[config.mk]
export PLATFORM = sky130hd
export DESIGN_NAME = wb_regfile
export DESIGN_NICKNAME = d
export VERILOG_FILES = /design/src/rtl/wb_regfile_pkg.sv /design/src/rtl/wb_regfile_core.sv /design/src/rtl/wb_regfile.sv
export SDC_FILE = /design/constraint.sdc
export NUM_CORES = 2
export LEC_CHECK = 0
export CORE_UTILIZATION = 49
export DETAILED_ROUTE_END_ITERATION = 6
export GPL_TIMING_DRIVEN = 0
export MAX_ROUTING_LAYER = met4
export PLACE_DENSITY_LB_ADDON = 0.15
export SYNTH_ARGS = -nofsm -noshare
export SYNTH_HDL_FRONTEND = slang
export SYNTH_SLANG_ARGS = --single-unit
[constraint.sdc]
create_clock -name clk -period 2.35 [get_ports clk]
set_clock_uncertainty 0.05 [all_clocks]
set_input_delay 0.3525 -clock clk [delete_from_list [all_inputs] [get_ports clk]]
set_output_delay 0.3525 -clock clk [all_outputs]
set_load 0.005 [all_outputs]
[src/rtl/wb_regfile_pkg.sv]
// Shared CPU definitions for the writeback register file: write-source encodings
// and the hard-wired zero register index.
package wb_regfile_pkg;

    localparam int REG_AW = 5;

    localparam logic [1:0] WB_SEL_ALU  = 2'b00;
    localparam logic [1:0] WB_SEL_MEM  = 2'b01;
    localparam logic [1:0] WB_SEL_PC8  = 2'b10;
    localparam logic [1:0] WB_SEL_NONE = 2'b11;

    localparam logic [REG_AW-1:0] REG_ZERO = '0;

endpackage

[src/rtl/wb_regfile_core.sv]
// Register storage with one write port and two raw asynchronous read ports.
// Register 0 is never written, so it always holds zero.
module wb_regfile_core
    import wb_regfile_pkg::*;
#(
    parameter int DW   = 32,
    parameter int NREG = 32
) (
    input  logic              clk_i,
    input  logic              rst_ni,
    input  logic              we_i,
    input  logic [REG_AW-1:0] waddr_i,
    input  logic [DW-1:0]     wdata_i,
    input  logic [REG_AW-1:0] raddrA_i,
    input  logic [REG_AW-1:0] raddrB_i,
    output logic [DW-1:0]     rdataA_o,
    output logic [DW-1:0]     rdataB_o
);

    logic [DW-1:0] regs_q [NREG];

    always_ff @(posedge clk_i or negedge rst_ni) begin
        if (!rst_ni) begin
            for (int i = 0; i < NREG; i++) begin
                regs_q[i] <= '0;
            end
        end else if (we_i && (waddr_i != REG_ZERO)) begin
            regs_q[waddr_i] <= wdata_i;
        end
    end

    assign rdataA_o = regs_q[raddrA_i];
    assign rdataB_o = regs_q[raddrB_i];

endmodule

[src/rtl/wb_regfile.sv]
// Writeback-stage register file: write-source mux, write-through read bypass,
// retired-instruction counter and a registered copy of each committed write.
// Define WB_TRACE_EN to print one trace line per committed write.
module wb_regfile
    import wb_regfile_pkg::*;
#(
    parameter int DW   = 32,
    parameter int NREG = 32
) (
    input  logic              clk,
    input  logic              reset,
    input  logic              wb_valid,
    input  logic [31:0]       wb_instr,
    input  logic [31:0]       wb_pc,
    input  logic [REG_AW-1:0] wb_regaddr,
    input  logic [1:0]        wb_sel,
    input  logic [DW-1:0]     wb_aluout,
    input  logic [DW-1:0]     wb_memdata,
    input  logic [DW-1:0]     wb_pc8,
    input  logic [REG_AW-1:0] rs_addr,
    input  logic [REG_AW-1:0] rt_addr,
    output logic [DW-1:0]     rs_data,
    output logic [DW-1:0]     rt_data,
    output logic              wr_en_o,
    output logic [REG_AW-1:0] wr_addr_o,
    output logic [DW-1:0]     wr_data_o,
    output logic [31:0]       retire_cnt
);

    logic              wrCommit;
    logic [DW-1:0]     wrData;
    logic [DW-1:0]     rawRs;
    logic [DW-1:0]     rawRt;
    logic [31:0]       retireCnt_q, retireCnt_d;
    logic              wrEn_q;
    logic [REG_AW-1:0] wrAddr_q;
    logic [DW-1:0]     wrData_q;
    logic              unused_trace;

    // The instruction word is carried for tracing only.
    assign unused_trace = ^{wb_instr, wb_pc};

    always_comb begin
        wrData = wb_aluout;
        case (wb_sel)
            WB_SEL_MEM: wrData = wb_memdata;
            WB_SEL_PC8: wrData = wb_pc8;
            default:    wrData = wb_aluout;
        endcase
    end

    assign wrCommit = reset && wb_valid && (wb_regaddr != REG_ZERO) && (wb_sel != WB_SEL_NONE);

    wb_regfile_core #(
        .DW   (DW),
        .NREG (NREG)
    ) u_core (
        .clk_i    (clk),
        .rst_ni   (reset),
        .we_i     (wrCommit),
        .waddr_i  (wb_regaddr),
        .wdata_i  (wrData),
        .raddrA_i (rs_addr),
        .raddrB_i (rt_addr),
        .rdataA_o (rawRs),
        .rdataB_o (rawRt)
    );

    // Same bypass rule on both ports keeps rs/rt identical when their addresses match.
    always_comb begin
        rs_data = rawRs;
        rt_data = rawRt;
        if (rs_addr == REG_ZERO) begin
            rs_data = '0;
        end else if (wrCommit && (wb_regaddr == rs_addr)) begin
            rs_data = wrData;
        end
        if (rt_addr == REG_ZERO) begin
            rt_data = '0;
        end else if (wrCommit && (wb_regaddr == rt_addr)) begin
            rt_data = wrData;
        end
    end

    assign retireCnt_d = wb_valid ? retireCnt_q + 32'd1 : retireCnt_q;

    always_ff @(posedge clk or negedge reset) begin
        if (!reset) begin
            retireCnt_q <= '0;
            wrEn_q      <= 1'b0;
            wrAddr_q    <= '0;
            wrData_q    <= '0;
        end else begin
            retireCnt_q <= retireCnt_d;
            wrEn_q      <= wrCommit;
            wrAddr_q    <= wrCommit ? wb_regaddr : '0;
            wrData_q    <= wrCommit ? wrData : '0;
        end
    end

    assign retire_cnt = retireCnt_q;
    assign wr_en_o    = wrEn_q;
    assign wr_addr_o  = wrAddr_q;
    assign wr_data_o  = wrData_q;

`ifdef WB_TRACE_EN
    always_ff @(posedge clk) begin
        if (wrCommit) begin
            $display("@%08h: $%02d <= %08h", wb_pc, wb_regaddr, wrData);
        end
    end
`else
    // Trace output is compiled out in this build.
`endif

endmodule

-- Word-level counts from Yosys, hierarchy flattened
Cells that the tools add are included.
- bits in registers: 1094
- output and inout port bits: 134
- bits of input ports: 180
- logic and storage cells: 75
- reductions and logical operators: 10
- bitwise operators: 3
- eq/ne operators: 5
- mux-type cells: 16
- magnitude comparators: 4
- add/subtract/negate cells: 1
- operators with widths (kind ; count):
    $bwmux W1024 ; 1
    $bmux W32 S5 ; 2
    $mux W32 ; 10
    $demux W32 S5 ; 1
    $pmux W32 S2 ; 1
    $add A32 B1 Y32 const B ; 1
    $ge A6 B6 Y1 const B ; 3
    $not A5 Y6 ; 3
    $eq A5 B5 Y1 ; 2
    $logic_not A5 Y1 ; 2
    $logic_and A1 B1 Y1 ; 7
    $lt A6 B1 Y1 const B ; 1
    $mux W5 ; 1
    $reduce_bool A5 Y1 ; 1
    $eq A2 B1 Y1 const B ; 1
    $eq A2 B2 Y1 const B ; 1
    $ne A2 B2 Y1 const B ; 1

-- Longest topological paths before layout
- depth in word-level cells: 6
- depth in mapped cells: 10
- gate-level depth less buffers: 7

-- Cells and area by module
Synthesis repeated with hierarchy kept, for this count alone.
- cells, all modules: 5173
- area total of the unflattened synthesis: 60591.9 um^2
- by module, submodules not included (module ; cells each ; area each (um^2) ; instances ; seq. area each (um^2)):
    wb_regfile_core ; 4601 ; 55942.4 ; 1 ; 25624.6
    wb_regfile ; 572 ; 4649.5 ; 1 ; 1751.7

-- Worst setup path before layout
OpenSTA, ideal clock, no wires.
- path kind: in2out
- start point: input port wb_sel[0]
- end point: output port rt_data[0]
- path buffers: 3
- arrival time: 1.959 ns
- stages on the path: 9
- path slack: -0.012 ns
- required time: 1.947 ns
- cell sequence: ha_1 and3b_1 buf_4 o41ai_4 or3_1 buf_2 buf_6 o21a_1 a221oi_2
- word-level cells in the longest chain between the ends: 5
- elaborated cells on any way between the ends: 8
- classes of those cells: eq/ne: 3; mux: 3; reduce/logical: 2
- ends and longest elaborated chain (what ; line ; RTL):
    start, declared ; wb_regfile.sv:16 ; input logic [1:0] wb_sel,
    parallel branches: the longest is 3 deep, another holds $pmux W32 S2 ; -- ;
    $mux W32 (*) ; wb_regfile.sv:80 ; end else if (wrCommit && (wb_regaddr == rt_addr)) begin
    $mux W32 (*) ; wb_regfile.sv:78 ; if (rt_addr == REG_ZERO) begin
    end, declared ; wb_regfile.sv:23 ; output logic [DW-1:0] rt_data,
Mark *: on every way between the ends.

-- Worst setup path after layout
- start point: input port rt_addr[4]
- end point: output port rt_data[20]
- word-level cells in the longest chain between the ends: 6
- elaborated cells on any way between the ends: 9
- classes of those cells: eq/ne: 1; mux: 5; bitwise: 1; reduce/logical: 2
- ends and longest elaborated chain (what ; line ; RTL):
    start, declared ; wb_regfile.sv:21 ; input logic [REG_AW-1:0] rt_addr,
    $not A5 Y6 (implied by the code) ; wb_regfile_core.sv:33 ; assign rdataB_o = regs_q[raddrB_i];
    $bmux W32 S5 ; wb_regfile_core.sv:33 ;
    $mux W32 (implied by the code) (2 in series) ; wb_regfile_core.sv:33 ;
    $mux W32 ; wb_regfile.sv:80 ;
    $mux W32 (*) ; wb_regfile.sv:78 ;
Every way passes the cells marked *; elsewhere a longest branch is shown, timed or not. The select of a mux whose other input is x is not followed.

==> results.yml <==
floorplan:
  ioPinCount: 314
  die_w_um: 341
  die_height_um: 341
  core_um2: 114000
  rows: 124
  start_util_pct: 49.4
  die_area_um2: 117000
sta:
  hold_viol: 0
  min_period_ns: 3.11
  finalCritPeriodShare_pct: 132
  final.setup.worst_slack_ns: -0.758
  max_freq_ghz: 0.322
  finalSetupViolCount: 65
  worst_slew_pin_slew_ns: 1.06
  slew_violations: 0
  rsz0062_at_grt: "true"
  max_slew_margin_pct: 29.1
synth:
  synth_cells: 5327
  yosysWarningCount: 0
  ys_top_cells_by_count: "dfrtp_1 (1,094), nand2_1 (1,074), o21ai_0 (993)"
  synth_nets: 5511
  netlist_top_cells_area: "dfrtp_1 (48%), mux4_2 (13%), o21ai_0 (8.8%)"
  syn_area_um2: 56500
  synth_edf_count: 0
  yosysTopAreaCell: "dfrtp_1"
  ys_seq_area_share_pct: 48.5
  synth-async-reset-ratio_pct: 100
  synth_top_flop_cell: "dfrtp_1"
  yosys.area.top_type_share_pct: 48.5
  yosysMostFrequentCell: "dfrtp_1"
  synth_cell_types: 50
  ys_seq_elements: 1094
  synth.avg_cell_area_um2: 10.6
critical_path:
  path_cells: "clkdlybuf4s15_2, buf_6, and2_1, clkbuf_4, a22oi_2, a21oi_1, o21a_4, a221oi_4, buf_2"
  crit_arrival_ns: 2.71
  setup.worst_path.end: "rt_data[20]"
  endpoint_kind: "output pin"
  worst-r2r-cell-count: 6
  cpMaxStageDelayCell: "a221oi_4"
  crit_path_start: "rt_addr[4]"
  reg2reg_to: "retire_cnt[24]"
  start_kind: "input port"
  crit_fanout: 10
  r2r_slack_ns: 0.32
  crit_type: "input port to output pin"
  max_stage_delay_ns: 0.41
  crit_required_ns: 1.95
  reg2reg_from: "retire_cnt[0]"
clock_tree:
  cts_tree: "yes"
  cts_max_path_buffers: 3
  cts_root_buf: "clkbuf_16"
  cts-buffers-inserted: 119
  clkTransAtPathRegs_ns: 0.06
  htreeDepth: 3
  insertion_delay_ns: 0.73
  clock-sinks: 1094
power_and_ir_drop:
  pwr-share-comb_pct: 19.3
  intPower_mw: 36.2
  p_sw_mw: 15.5
  ir_worst_vdd_v: 0.000727
  power.leakage_nw: 30.2
  clock_power_share_pct: 38.2
  power_frac_seq_pct: 42.5
  p_per_area_nw_per_um2: 734
  p_sw_share_pct: 30.0
drt:
  ant_nets: 0
  via_count: 50700
  drtIter0Drc: 7423
  viasPerCell: 6.81
  avgRoutedWirePerCell_um: 34.9
  finalWirelength_um: 260000
  detail_route.first_pass.iterations: 6
  drcViolationCount: 0
global_route:
  grt_pass1_vias: 49200
  overflow: 0
  antenna_found_initial: 9
  grt_max_degree: 175
  grt_pass1_wl_um: 365000
  grtUsageTotal_pct: 45.7
placed_design:
  port_buffers: 245
  placed_cells: 7092
  place_ws_ns: -2.91
  place_area_um2: 61000
  dp_hpwl_um: 184000
  gp_congestion: 1.05
layout:
  fin_cells: 7451
  drive_gt1_share_pct: 23.4
  fin_area_um2: 70400
  nets: 6024
  area_delta_synth_final_pct: 24.7
  utilization_pct: 61.6
  fillers: 9489
status:
  status: "complete, but fails checks"
  violations: "negative setup slack"
min_path:
  min_path_type: "input port to flip-flop"
job:
  maxCapViolations: 0
==> metrics by stage <==
stage | TNS [ns] | hold WS [ns] | power (mW)
floorplan | 0 | 0.00691 | 26.5
global placement | - | 0.408 | 29.9
detailed placement | -2142.22 | 0.329 | 30.5
CTS | -38.14 | 0.0325 | 51.0
global route | -37.57 | 0.0790 | 53.0
finish | -36.93 | 0.0462 | 51.7
==> sequential cells by signal, summed over array words and instances (netlist names) <==
name           count
u_core.regs_q   1024
retire_cnt        32
wr_data_o         32
wr_addr_o          5
wr_en_o            1
==> critical path: cells and delay by family <==
family | cells | cell delay [ns]
compound gates | 4 | 1.17
buf+inv | 4 | 0.93
simple gates | 1 | 0.22
==> metal layers <==
layer	track usage (%)	vias to the layer above	part of all wire, %
met1	56.5	25600	36
met2	63.9	3727	43
li1	-	20400	-
met5	-	-	0
met3	15.4	997	14
met4	29.5	0	8.0
==> repair_timing <==
action	4_1_cts	5_1_grt
pin swaps	142	110
hold endpoints to repair	136	0
resized for setup	1185	148
hold buffers	12	0
setup buffers	88	40
setup endpoints to repair	1088	522
cloned	14	1
==> how the worst min path moves through the flow <==
| stage | startpoint | end | depth (start not counted) |
|---|---|---|---|
| after floorplan | reset | retire_cnt[0] | 0 |
| after global placement | u_core.regs_q[996] | u_core.regs_q[996] | 1 |
| after detailed placement | reset | retire_cnt[12] | 1 |
| after CTS | wb_valid | retire_cnt[4] | 3 |
| after global routing | wb_valid | retire_cnt[4] | 3 |
| final | wb_valid | retire_cnt[4] | 3 |
==> layout by cell type (no fill, tap or decap), drive strengths merged, types with 33 or more instances in the layout <==
cell,instances
clkdlybuf4s50,166
o21a,62
a21oi,88
a221oi,64
buf,350
mux4,335
nor2,114
a22oi,138
nand2,1074
o22ai,71
clkbuf,588
dfrtp,1094
mux2i,351
a2111oi,33
o21ai,1024
o211ai,94
mux2,68
==> power groups by stage <==
stage	registers, mW	clock network, mW	logic, mW
after floorplan	21.8	0	4.70
after global placement	22.1	0	7.80
after detailed placement	22.2	0	8.31
after CTS	21.9	19.6	9.45
after global routing	22.1	20.4	10.4
final	22.0	19.8	9.96
==> area by class of cell <==
type / count / area [um^2] / area share, %
multi-input combinational: 3658 / 29100 / 41.3
sequential: 1094 / 27400 / 38.9
timing repair buffer: 406 / 4050 / 5.75
buffer: 554 / 3930 / 5.58
clock buffer: 172 / 3540 / 5.03
tap: 1512 / 1890 / 2.69
clock inverter: 37 / 470 / 0.668
antenna: 11 / 27.5 / 0.0391
inverter: 7 / 26.3 / 0.0373
==> logic make-up after synthesis <==
logic type	Yosys count	synth area share [%]
flip-flops	1094	48.5
multiplexers	754	20.9
buffers and inverters	575	4.35
adder cells (fa/ha/maj)	4	0.0887
XOR/XNOR	41	0.636
AO/OA/AOI/OAI	1582	16.5
AND/OR/NAND/NOR	1277	8.95
Power figures use the tool's default switching activity.
